===== src/rtl/pipe_field_renderer.sv =====
// pipe_field_renderer
//   Draws NUM_PIPES pipe pairs (top + bottom) for the VGA output path. Each channel is described
//   by a left edge, the top row of the bottom pipe and the gap height. The geometry is shadowed
//   once per frame on frame_start. Pixel lookup is a two-stage pipeline: stage 1 resolves the
//   winning channel and image address, stage 2 reads the shaft/cap image and registers outputs.
//   A sticky bird/pipe collision flag is reported at every frame_start.
//
// Ports
//   clk             pixel clock
//   resetn          asynchronous active-low reset
//   frame_start     1-cycle pulse before the first active pixel of a frame
//   pix_valid       x / y / bird_pixel valid this cycle
//   x, y            pixel column / row
//   bird_pixel      bird is opaque at (x,y)
//   pipe_left_flat  per-channel left edge, bits [9:0] of each 32-bit word
//   pipe_bot_flat   per-channel top row of the bottom pipe, bits [8:0]
//   pipe_gap_flat   per-channel gap height, bits [8:0]
//   out_valid       inside_pipe / color_data valid (2 cycles after pix_valid)
//   inside_pipe     pixel is covered by a pipe
//   color_data      pipe colour, 0 outside pipes
//   collision       collision result of the previous frame
//   collision_valid 1-cycle pulse when collision is updated

module pipe_field_renderer #(
  parameter int unsigned NUM_PIPES       = 4,
  parameter int unsigned SCREEN_HEIGHT   = 480,
  parameter int unsigned PIPE_WIDTH      = 70,
  parameter int unsigned PIPE_CAP_HEIGHT = 10,
  parameter int unsigned BITS_PER_COLOR  = 12
) (
  input  logic                      clk,
  input  logic                      resetn,
  input  logic                      frame_start,
  input  logic                      pix_valid,
  input  logic [9:0]                x,
  input  logic [8:0]                y,
  input  logic                      bird_pixel,
  input  logic [32*NUM_PIPES-1:0]   pipe_left_flat,
  input  logic [32*NUM_PIPES-1:0]   pipe_bot_flat,
  input  logic [32*NUM_PIPES-1:0]   pipe_gap_flat,
  output logic                      out_valid,
  output logic                      inside_pipe,
  output logic [BITS_PER_COLOR-1:0] color_data,
  output logic                      collision,
  output logic                      collision_valid
);

  // Largest address: (PIPE_WIDTH-1) + PIPE_WIDTH*511 for a 9-bit row.
  localparam int unsigned AddrW     = $clog2(PIPE_WIDTH * 512);
  localparam int unsigned ShaftSize = PIPE_WIDTH * SCREEN_HEIGHT;
  localparam logic [9:0]  CapH      = 10'(PIPE_CAP_HEIGHT);
  localparam logic [10:0] PipeW     = 11'(PIPE_WIDTH);

  // Image ROM contents, generated as a fixed pattern of the address.
  // Shaft rows beyond the image height read as transparent black.
  function automatic logic [BITS_PER_COLOR-1:0] shaft_color(input logic [AddrW-1:0] a);
    logic [AddrW-1:0] m;
    m = a ^ (a >> 8);
    if (32'(a) >= ShaftSize) return '0;
    return m[BITS_PER_COLOR-1:0];
  endfunction

  function automatic logic [BITS_PER_COLOR-1:0] cap_color(input logic [AddrW-1:0] a);
    logic [AddrW-1:0] m;
    m = ~a;
    return m[BITS_PER_COLOR-1:0];
  endfunction

  // ---------------------------------------------------------------------------
  // Geometry shadow, refreshed only on frame_start
  // ---------------------------------------------------------------------------
  logic [10*NUM_PIPES-1:0] left_q;
  logic [32*NUM_PIPES-1:0] bot_q;
  logic [32*NUM_PIPES-1:0] gap_q;
  logic [NUM_PIPES-1:0]    unused_left_bits;

  always_ff @(posedge clk or negedge resetn) begin
    if (!resetn) begin
      left_q <= '0;
      bot_q  <= '0;
      gap_q  <= '0;
    end else if (frame_start) begin
      for (int i = 0; i < int'(NUM_PIPES); i++) begin
        left_q[10*i +: 10] <= pipe_left_flat[32*i +: 10];
      end
      bot_q <= pipe_bot_flat;
      gap_q <= pipe_gap_flat;
    end
  end

  // ---------------------------------------------------------------------------
  // Per-channel hit detection and row offset within the selected image
  // ---------------------------------------------------------------------------
  logic [NUM_PIPES-1:0] ch_hit;
  logic [NUM_PIPES-1:0] ch_cap;
  logic [9:0]           ch_row [NUM_PIPES];
  logic [9:0]           ch_col [NUM_PIPES];

  for (genvar g = 0; g < int'(NUM_PIPES); g++) begin : gen_ch
    logic [9:0]  l;
    logic [9:0]  b;
    logic [9:0]  gap;
    logic [9:0]  t;
    logic [9:0]  yy;
    logic [10:0] r_edge;
    logic [9:0]  bc_end;
    logic        en;
    logic        in_x;
    logic        top_ok;
    logic        hit_ts;
    logic        hit_tc;
    logic        hit_bc;
    logic        hit_bs;

    assign unused_left_bits[g] = ^pipe_left_flat[32*g+10 +: 22];

    always_comb begin
      l      = left_q[10*g +: 10];
      b      = {1'b0, bot_q[32*g +: 9]};
      gap    = {1'b0, gap_q[32*g +: 9]};
      yy     = {1'b0, y};
      en     = (gap_q[32*g +: 32] != '0) && (bot_q[32*g +: 32] != '0);
      // Right edge computed one bit wider so a pipe near x=1023 does not wrap.
      r_edge = {1'b0, l} + PipeW;
      in_x   = (x >= l) && ({1'b0, x} < r_edge);
      // A gap taller than the bottom pipe's top row leaves no room for a top pipe.
      top_ok = (gap <= b);
      t      = b - gap;
      bc_end = b + CapH;
      // When T < C the top shaft vanishes and the cap is clipped at row 0.
      hit_ts = top_ok && (t >= CapH) && (yy < t - CapH);
      hit_tc = top_ok && (yy < t) && !hit_ts;
      hit_bc = (yy >= b) && (yy < bc_end);
      hit_bs = (yy >= bc_end);

      ch_hit[g] = en && in_x && (hit_ts || hit_tc || hit_bc || hit_bs);
      ch_cap[g] = hit_tc || hit_bc;
      ch_col[g] = x - l;
      if (hit_ts) begin
        ch_row[g] = yy;
      end else if (hit_tc) begin
        ch_row[g] = t - 10'd1 - yy;  // top cap image is mirrored vertically
      end else if (hit_bc) begin
        ch_row[g] = yy - b;
      end else begin
        ch_row[g] = yy - bc_end;
      end
    end
  end

  // ---------------------------------------------------------------------------
  // Stage 1: lowest-index channel wins, single shared address multiply
  // ---------------------------------------------------------------------------
  logic             win_hit;
  logic             win_cap;
  logic [9:0]       win_row;
  logic [9:0]       win_col;
  logic [AddrW-1:0] addr_d;

  always_comb begin
    win_hit = 1'b0;
    win_cap = 1'b0;
    win_row = '0;
    win_col = '0;
    for (int i = int'(NUM_PIPES) - 1; i >= 0; i--) begin
      if (ch_hit[i]) begin
        win_hit = 1'b1;
        win_cap = ch_cap[i];
        win_row = ch_row[i];
        win_col = ch_col[i];
      end
    end
    addr_d = AddrW'(win_col) + AddrW'(win_row) * AddrW'(PIPE_WIDTH);
  end

  logic             v1_q;
  logic             hit1_q;
  logic             cap1_q;
  logic             bird1_q;
  logic [AddrW-1:0] addr1_q;

  always_ff @(posedge clk or negedge resetn) begin
    if (!resetn) begin
      v1_q    <= 1'b0;
      hit1_q  <= 1'b0;
      cap1_q  <= 1'b0;
      bird1_q <= 1'b0;
      addr1_q <= '0;
    end else begin
      v1_q    <= pix_valid;
      hit1_q  <= pix_valid & win_hit;
      cap1_q  <= win_cap;
      bird1_q <= bird_pixel;
      addr1_q <= addr_d;
    end
  end

  // ---------------------------------------------------------------------------
  // Stage 2: image read (registered into the outputs) and collision tracking
  // ---------------------------------------------------------------------------
  logic bird2_q;
  logic sticky_q;
  logic sticky_d;
  logic hit_now;

  always_comb begin
    hit_now = out_valid & inside_pipe & bird2_q;
    // A hit coinciding with frame_start belongs to the frame that is just starting.
    sticky_d = frame_start ? hit_now : (sticky_q | hit_now);
  end

  always_ff @(posedge clk or negedge resetn) begin
    if (!resetn) begin
      out_valid       <= 1'b0;
      inside_pipe     <= 1'b0;
      color_data      <= '0;
      bird2_q         <= 1'b0;
      sticky_q        <= 1'b0;
      collision       <= 1'b0;
      collision_valid <= 1'b0;
    end else begin
      out_valid       <= v1_q;
      inside_pipe     <= v1_q & hit1_q;
      color_data      <= (v1_q & hit1_q) ?
                         (cap1_q ? cap_color(addr1_q) : shaft_color(addr1_q)) : '0;
      bird2_q         <= v1_q & bird1_q;
      sticky_q        <= sticky_d;
      collision_valid <= frame_start;
      if (frame_start) begin
        collision <= sticky_q;
      end
    end
  end

endmodule


===== config.mk =====
export PLATFORM = sky130hd
export DESIGN_NAME = pipe_field_renderer
export DESIGN_NICKNAME = d
export VERILOG_FILES = /design/src/rtl/pipe_field_renderer.sv
export SDC_FILE = /design/constraint.sdc
export NUM_CORES = 1
export LEC_CHECK = 0
export CAP_MARGIN = 20
export CORE_ASPECT_RATIO = 1.5
export CORE_MARGIN = 2
export CORE_UTILIZATION = 49
export CTS_BUF_LIST = sky130_fd_sc_hd__clkbuf_4 sky130_fd_sc_hd__clkbuf_8 sky130_fd_sc_hd__clkbuf_16
export DETAILED_ROUTE_END_ITERATION = 8
export MAX_ROUTING_LAYER = met4
export PLACE_DENSITY = 0.74
export SETUP_SLACK_MARGIN = 0.15
export SLEW_MARGIN = 0
export SYNTH_ARGS = -nofsm -noshare
export SYNTH_HDL_FRONTEND = slang
export SYNTH_SLANG_ARGS = --single-unit

===== constraint.sdc =====
create_clock -name clk -period 25.6 [get_ports clk]
set_input_delay 6.4 -clock clk [delete_from_list [all_inputs] [get_ports clk]]
set_output_delay 6.4 -clock clk [all_outputs]
set_load 0.01 [all_outputs]

=== Word level (Yosys, flattened, before mapping) ===
Index checks and enable logic that the tools add are counted.

* Bits in registers: 334
* Input bits: 408
* Output and inout bits: 16
* Word-level logic and storage cells: 196

* $add $sub $neg: 37
* Multiply operators: 1
* Magnitude comparators: 37
* Muxes and demuxes: 34
* Bitwise operators: 8
* Reductions and logical operators: 64

{| class="wikitable"
|+ Operator list
! operator !! count
|-
| 32-bit nonzero test || 8
|-
| 10-bit two-way mux || 20
|-
| 9-bit by 10-bit less-than comparator with 1-bit output || 12
|-
| 9-bit by 9-bit subtractor with 10-bit output || 8
|-
| 12-bit two-way mux || 4
|-
| 10-bit by 7-bit adder with 11-bit output (second input constant) || 4
|-
| 10-bit by 11-bit less-than comparator with 1-bit output || 4
|-
| 9-bit by 4-bit adder with 10-bit output (second input constant) || 4
|-
| 10-bit >= comparator || 4
|-
| 10-bit by 4-bit >= comparator with 1-bit output (second input constant) || 4
|-
| 9-bit by 10-bit >= comparator with 1-bit output || 4
|-
| 10-bit by 1-bit subtractor with 10-bit output (second input constant) || 4
|-
| 10-bit subtractor || 4
|-
| 10-bit by 4-bit subtractor with 10-bit output (second input constant) || 4
|-
| 10-bit by 9-bit subtractor with 10-bit output || 4
|-
| 9-bit by 10-bit subtractor with 10-bit output || 4
|-
| 9-bit >= comparator || 4
|-
| 9-bit <= comparator || 4
|-
| 1-bit logical AND || 36
|-
| 10-bit by 16-bit adder with 16-bit output || 1
|-
| 16-bit >= comparator (second input constant) || 1
|-
| 1-bit logical OR || 16
|-
| 10-bit by 6-bit multiplier with 15-bit output (second input constant) || 1
|-
| 12-bit NOT || 1
|-
| other kinds (5) || 21
|}

=== Logic depth before layout (Yosys ltp) ===
Gate-level depths: netlist of the first run.

* Depth after elaboration: 16
* Mapped depth: 44
* Depth with buffers taken out: 42

=== Worst setup path before layout of the first run ===
No wires, ideal clock.

* Path kind: input -> register
* Start: in y[1]
* End: reg addr1_q[15]
* Library setup time: 0.079 ns
* Data arrival time: 12.753 ns
* Required time: 25.521 ns
* Path slack: 12.768 ns
* Stages on the path: 30
* Path buffers: 3
* Cells stage by stage: inv_1 ha_1 o21ba_2 o211ai_1 a221o_1 a21bo_2 a41oi_1 a211o_1 buf_2 a21o_1 buf_2 buf_1 o22ai_1 o221a_2 ha_1 ha_1 fa_1 ha_1 nor2b_1 o31a_1 a21oi_1 ha_1 nand2_1 o21bai_1 a21boi_0 nand3_1 a21oi_1 nor2_1 o31ai_1 xor2_1

* Cells in the longest elaborated chain, start to end: 14
* Elaborated cells on any way between the ends: 90
* Those cells by class: add/sub: 13; mul: 1; order compare: 20; mux: 20; reduce/logical: 36

{| class="wikitable"
|+ Ends and longest elaborated chain
! item !! RTL line !! source
|-
| start, declared || 36 || <nowiki>input logic [8:0] y,</nowiki>
|-
| 9-bit by 10-bit less-than comparator with 1-bit output || 131 || <nowiki>hit_ts = top_ok && (t >= CapH) && (yy < t - CapH);</nowiki>
|-
| 1-bit logical AND || 131 ||
|-
| 1-bit zero test || 132 || <nowiki>hit_tc = top_ok && (yy < t) && !hit_ts;</nowiki>
|-
| 1-bit logical AND || 132 ||
|-
| 1-bit logical OR (3 in series) || 136 || <nowiki>ch_hit[g] = en && in_x && (hit_ts || hit_tc || hit_bc || hit_bs);</nowiki>
|-
| 1-bit logical AND || 136 ||
|-
| 10-bit two-way mux (4 in series) || 166 || <nowiki>if (ch_hit[i]) begin</nowiki>
|-
| 10-bit by 6-bit multiplier with 15-bit output || 173 || <nowiki>addr_d = AddrW'(win_col) + AddrW'(win_row) * AddrW'(PIPE_WIDTH);</nowiki>
|-
| 10-bit by 16-bit adder with 16-bit output * || 173 ||
|-
| net addr_d[15] || 158 || <nowiki>logic [AddrW-1:0] addr_d;</nowiki>
|-
| end signal, assigned || 194 || <nowiki>addr1_q <= addr_d;</nowiki>
|-
| end, declared || 180 || <nowiki>logic [AddrW-1:0] addr1_q;</nowiki>
|}

Mark *: on every way through the listed nets, which the timed path passes. The rest lies on a longest branch.
A chain may end at the register's enable or synchronous reset.

=== Worst setup path in the final report of the first run ===
Same ends and word-level chain as after synthesis.

==> metrics, run 1 <==
total iterations of the first detailed-routing run 5; RR Startpoint bot_q[96]; synth warn 0; post-synthesis cell count 2934; Setup violations, final 0; Die Y 293 um; PwrDens 90.2 nW/um^2; TritonCTS clock tree done; CORE AREA 54800 um^2; syn avg cell area 9.28 um^2; CP max stage cell a311oi_4; synthesized area 27200 um^2; Slew headroom 31.3%; Clk pin slew, worst setup/hold paths 60 ps; # IOs 424; Total Nets Final 4015; Hold Path Class flip-flop to flip-flop; Yosys reg bits 334; Multi-input gate area 17700 um^2; Post-Layout Inst Area 32500 um^2; initial antenna violation count 2; setup TNS 0 ps; crit-path max FO 19; # hold bufs at CTS 0; proportion of layout cells with a drive suffix above 1 9.94%; post-synthesis cell type count 80; Post-DRT Antenna Nets 0; cell family with most CP delay compound AO/OA/AOI/OAI gates; post-synth top area cell dfrtp_1; worst endpoint required time 26050 ps; # rows 105; synth-to-layout area growth 19.3%; clk_lat worst skew 550 ps; Seq/Total Area, Yosys 30.7%; Fill cells 4850; die area 57500 um^2; Final GP Congestion 0.949; Worst setup EP type flip-flop; peak supply drop 0.103 mV; clk sink count 334; Non-Filler Instances 3967; crit-path most repeated cell ha_1; Register Area 8360 um^2; critical path class primary input to flip-flop; vias in the first global route 24500; via/cell ratio 5.90; post-place instance area 31300 um^2; WP buf/inv 4; Min-Delay Startpoint v1_q; RSZ-0062 raised after global routing false; Resize count post-CTS 0; buffers added on ports 335; Core Util, Final 59.3%; Final Max Tran Viols 0; starting density of the core 49.7%; Die W 196 um; GR Overflow Total 0; critical path arrival 15390 ps; gr usage total 28.8%; DRT iter0 DRCs 1093; DRT Wirelength 80900 um; crit-path max cell delay 840 ps; number of buffers created by CTS 36; status finished clean; Async SR Flop Fraction 100%; Worst Skew 16.5 ps; number of synthesized flops with an enable pin 0; Achievable Freq 0.0669 GHz; clk root buf clkbuf_16; average wire per standard cell 20.4 um; routed vias 23400; Final Hold Fails 0; first-pass GRT wire length 127000 um; Synth area leaders dfrtp_1 (31%), ha_1 (15%), mux2_2 (8.1%); CTS max path bufs 3; top-area cell type share of the netlist area 30.7%; max-cap violation count 0; startpoint types primary input; most frequent cell after synthesis dfrtp_1; Crit. Startpoint y[1]; synth cell count leaders dfrtp_1 (334), ha_1 (333), inv_1 (222); Post-synth top flop dfrtp_1; largest net degree at the start of global routing 185; Post-CTS Setup Bufs 0; Inst Count DP 3904; H-tree Lvls 2; Post-DP HPWL 63900 um; fin crit period 14940 ps; syn_nets 3702; leakage 0.0143 uW; actual slew at the worst max-slew pin 1030 ps; final period utilization 58.4%; Post-route DRC 0
-- routing by layer --
metal	wire length, um	track usage (%)
met5	0	-
met4	4960	16.0
met3	3470	2.99
met2	42300	52.6
met1	30200	30.1
-- worst register-to-register path, delay by kind of cell (launching register included) --
| family | cells | cell delay (ps) |
|---|---|---|
| AOI/OAI and AO/OA | 18 | 5360 |
| xor gates and xnor gates | 2 | 380 |
| DFF | 1 | 440 |
| adders and majority gates | 8 | 2530 |
| and+or+nand+nor | 8 | 1500 |
| buffers and inverters | 2 | 160 |
-- placed cells by master, fill, tap and decap left out, drive strengths merged, types with 26 or more instances in the layout --
cell type / count
ha: 333
xor2: 71
o21ai: 228
a21o: 63
nor4: 79
nor3: 47
clkdlybuf4s50: 331
xnor2: 161
a21oi: 187
fa: 27
nand2b: 28
nand2: 202
dfrtp: 334
a211oi: 48
buf: 26
inv: 226
mux2i: 27
nand4: 43
mux2: 197
o21a: 39
nor2: 186
o211ai: 31
clkbuf: 50
-- final timing paths --
check | to | cells after the start | slack, ps
min in group asynchronous | bot_q[72] | 1 | 5960
hold reg to reg | out_valid | 0 | 390
setup / recovery | addr1_q[15] | 32 | 10660
setup reg to reg | addr1_q[15] | 38 | 15160
max in group asynchronous | gap_q[107] | 2 | 18190
hold / removal | out_valid | 0 | 390
-- report_power, final --
group          switching [uW]  total [uW]  internal, uW
clock network             216         516           300
logic                    1010        1760           745
registers                47.4         655           608
total                    1280        2930          1650
-- metrics by stage --
step	power, uW	setup WS, ps	hold WS [ps]
6_report	2930	10660	394
5_1_grt	3160	10220	413
4_1_cts	2940	10710	394
3_5_place_dp	2410	10170	383
3_3_place_gp	2360	10380	376
2_1_floorplan	1910	12770	359
-- cell families (layout without fill, tap and decap cells) --
logic type,Yosys count,in the layout,synth area share (%)
mux,224,224,9.14
flops,334,334,30.7
other cells,0,2,0
simple gates,696,696,12.3
compound gates,783,783,18.8
fa+ha+maj,360,360,17.3
buf+inv,305,641,4.28
xor+xnor,232,232,7.46
-- sequential cells by signal, indices dropped and copies added, names as in the netlist, 12 cells and up --
signal,count
addr1_q,16
bot_q,128
color_data,12
gap_q,128
left_q,40
-- layout make-up --
cell class | count | share of cell area, %
sequential | 334 | 25.7
clock inverter | 11 | 0.289
clock buffer | 50 | 3.27
timing repair buffer | 357 | 10.9
tap | 695 | 2.68
antenna | 2 | 0.0154
multi-input combinational | 2295 | 54.5
inverter | 223 | 2.58
Power figures use the tool's default switching activity.
==> run 2, diff against run 1 <==
==> constraint.sdc (replaced) <==
create_clock -name clk -period 14.9 [get_ports clk]
set_input_delay 3.725 -clock clk [delete_from_list [all_inputs] [get_ports clk]]
set_output_delay 3.725 -clock clk [all_outputs]
set_load 0.01 [all_outputs]
==> run 2 against run 1 <==
Against the previous run:
- worst hold slack got worse by 16 ps
- global-route usage barely moved
- critical path depth fell by 2
- die area did not move
- register-to-register slack got worse by 10000 ps
- clock skew rose by 2.0 ps
- critical path type unchanged
==> metrics, run 2 (synthesized netlist as in run 1, its figures left out) <==
clk root buf clkbuf_16 (unchanged); Setup violations, final 0 (unchanged); CORE AREA 54800 um^2 (unchanged); number of buffers created by CTS 35 (was 36); largest net degree at the start of global routing 131 (was 185); vias in the first global route 24300 (was 24500); Post-DP HPWL 64600 um (was 63900 um); RSZ-0062 raised after global routing false (unchanged); crit-path most repeated cell ha_1 (unchanged); post-place instance area 31300 um^2 (about the same); startpoint types primary input (unchanged); CP max stage cell clkdlybuf4s50_1 (was a311oi_4); Worst Skew 18.5 ps (was 16.5 ps); Power Total 5050 uW (was 2930 uW); most frequent cells in the layout dfrtp_1 (334), ha_1 (333), clkdlybuf4s50_1 (332) (was dfrtp_1 (334), ha_1 (333), clkdlybuf4s50_1 (331)); Non-Filler Instances 3974 (was 3967); buffers added on ports 335 (unchanged); Total Nets Final 4020 (was 4015); die area 57500 um^2 (unchanged); GR Overflow Total 0 (unchanged); Achievable Freq 0.0847 GHz; starting density of the core 49.7% (unchanged); Clk pin slew, worst setup/hold paths 60 ps (about the same); critical path class primary input to flip-flop (unchanged); average wire per standard cell 20.5 um (was 20.4 um); setup TNS 0 ps (unchanged); hold depth 0 (unchanged); Die W 196 um (unchanged); crit-path max FO 17 (was 19); Resize count post-CTS 0 (unchanged); CTS max path bufs 3 (unchanged); biggest regs bot_q: 128 flops, gap_q: 128 flops, left_q: 40 flops (unchanged); most common cell after layout, fill and taps aside dfrtp_1 (unchanged); Final GP Congestion 0.968 (was 0.949); crit-path max cell delay 850 ps (was 840 ps); Worst setup EP type flip-flop (unchanged); routed vias 23400 (about the same); DRT Wirelength 81500 um (was 80900 um); Post-CTS Setup Bufs 0 (unchanged); critical path arrival 12260 ps (was 15390 ps); proportion of layout cells with a drive suffix above 1 10.1% (was 9.94%); H-tree Lvls 2 (unchanged); status finished clean (unchanged); fin crit period 11810 ps; final period utilization 79.3%; via/cell ratio 5.88 (was 5.90); Post-Layout Inst Area 32500 um^2 (about the same); Post-DRT Antenna Nets 0 (unchanged); Final Hold Fails 0 (unchanged); total iterations of the first detailed-routing run 5 (unchanged); # rows 105 (unchanged); Inst Count DP 3910 (was 3904); clk sink count 334 (unchanged); Final Max Tran Viols 0 (unchanged); leakage 0.0143 uW (about the same); worst endpoint required time 15350 ps (was 26050 ps); FF-to-FF setup slack 4670 ps (was 15160 ps); synth-to-layout area growth 19.6% (was 19.3%); PwrDens 155 nW/um^2 (was 90.2 nW/um^2); clk_lat worst skew 560 ps (was 550 ps); TritonCTS clock tree done (unchanged); initial antenna violation count 2 (unchanged); gr usage total 28.8% (about the same); Final WS setup 3090 ps (was 10660 ps); Placement Setup Slack 2650 ps (was 10170 ps); Post-route DRC 0 (unchanged); # IOs 424 (unchanged); max-cap violation count 0 (unchanged); # hold bufs at CTS 0 (unchanged); first-pass GRT wire length 127000 um (about the same); Die Y 293 um (unchanged); Slew headroom 34.8% (was 31.3%); Hold Path Class flip-flop to flip-flop (unchanged); reg2reg path depth 38 (unchanged); actual slew at the worst max-slew pin 953 ps (was 1030 ps); DRT iter0 DRCs 1055 (was 1093); peak supply drop 0.164 mV (was 0.103 mV)
run 2: cell types whose count changed in the layout (fill, tap and decap cells not counted), moves of 2 or more:
cell | previous run | this run
inv_6 | 3 | 1
clkbuf_4 | 7 | 5
clkinv_2 | 6 | 4
buf_12 | 2 | 0
bufinv_16 | 1 | 3
clkinvlp_4 | 1 | 5
buf_4 | 20 | 28
run 2: cell type report:
cell class	count	area [um^2]
tap	695	870
clock inverter	15	184
sequential	334	8360
inverter	223	837
fill	4827	22200
multi-input combinational	2295	17700
clock buffer	47	1020
timing repair buffer	363	3570
antenna	2	5.00
run 2: worst max-delay path: cells and delay by family:
family	cells	cell delay (ps)
compound gates	15	4000
fa+ha+maj	6	1990
buf+inv	2	1250
simple gates	6	1030
xor+xnor	1	220
run 2: routing by layer:
layer | global-route usage (%) | vias to the layer above | share of wire, %
met3 | 4.17 | 260 | 4.5
met4 | 17.2 | 0 | 6.4
met2 | 51.8 | 661 | 52
met1 | 29.6 | 11200 | 37
met5 | - | - | 0
li1 | - | 11300 | -
run 2: final timing paths:
kind,startpoint,end
max in group asynchronous,resetn,left_q[37]
worst max register to register,bot_q[96],addr1_q[15]
worst max-delay path,y[4],addr1_q[15]
min in group asynchronous,resetn,bot_q[70]
worst min register to register,v1_q,out_valid
worst min-delay path,v1_q,out_valid
run 2: through the flow:
stage | util (%) | hold WS [ps]
finish | 59.4 | 378
global route | 59.4 | 404
CTS | 59.4 | 387
detailed placement | 57.2 | 377
global placement | 57.2 | 377
floorplan | - | 359
run 2: where the power goes:
| group | switching, uW | internal, uW |
|---|---|---|
| registers | 81.7 | 1040 |
| clock network | 385 | 538 |
| logic | 1710 | 1280 |
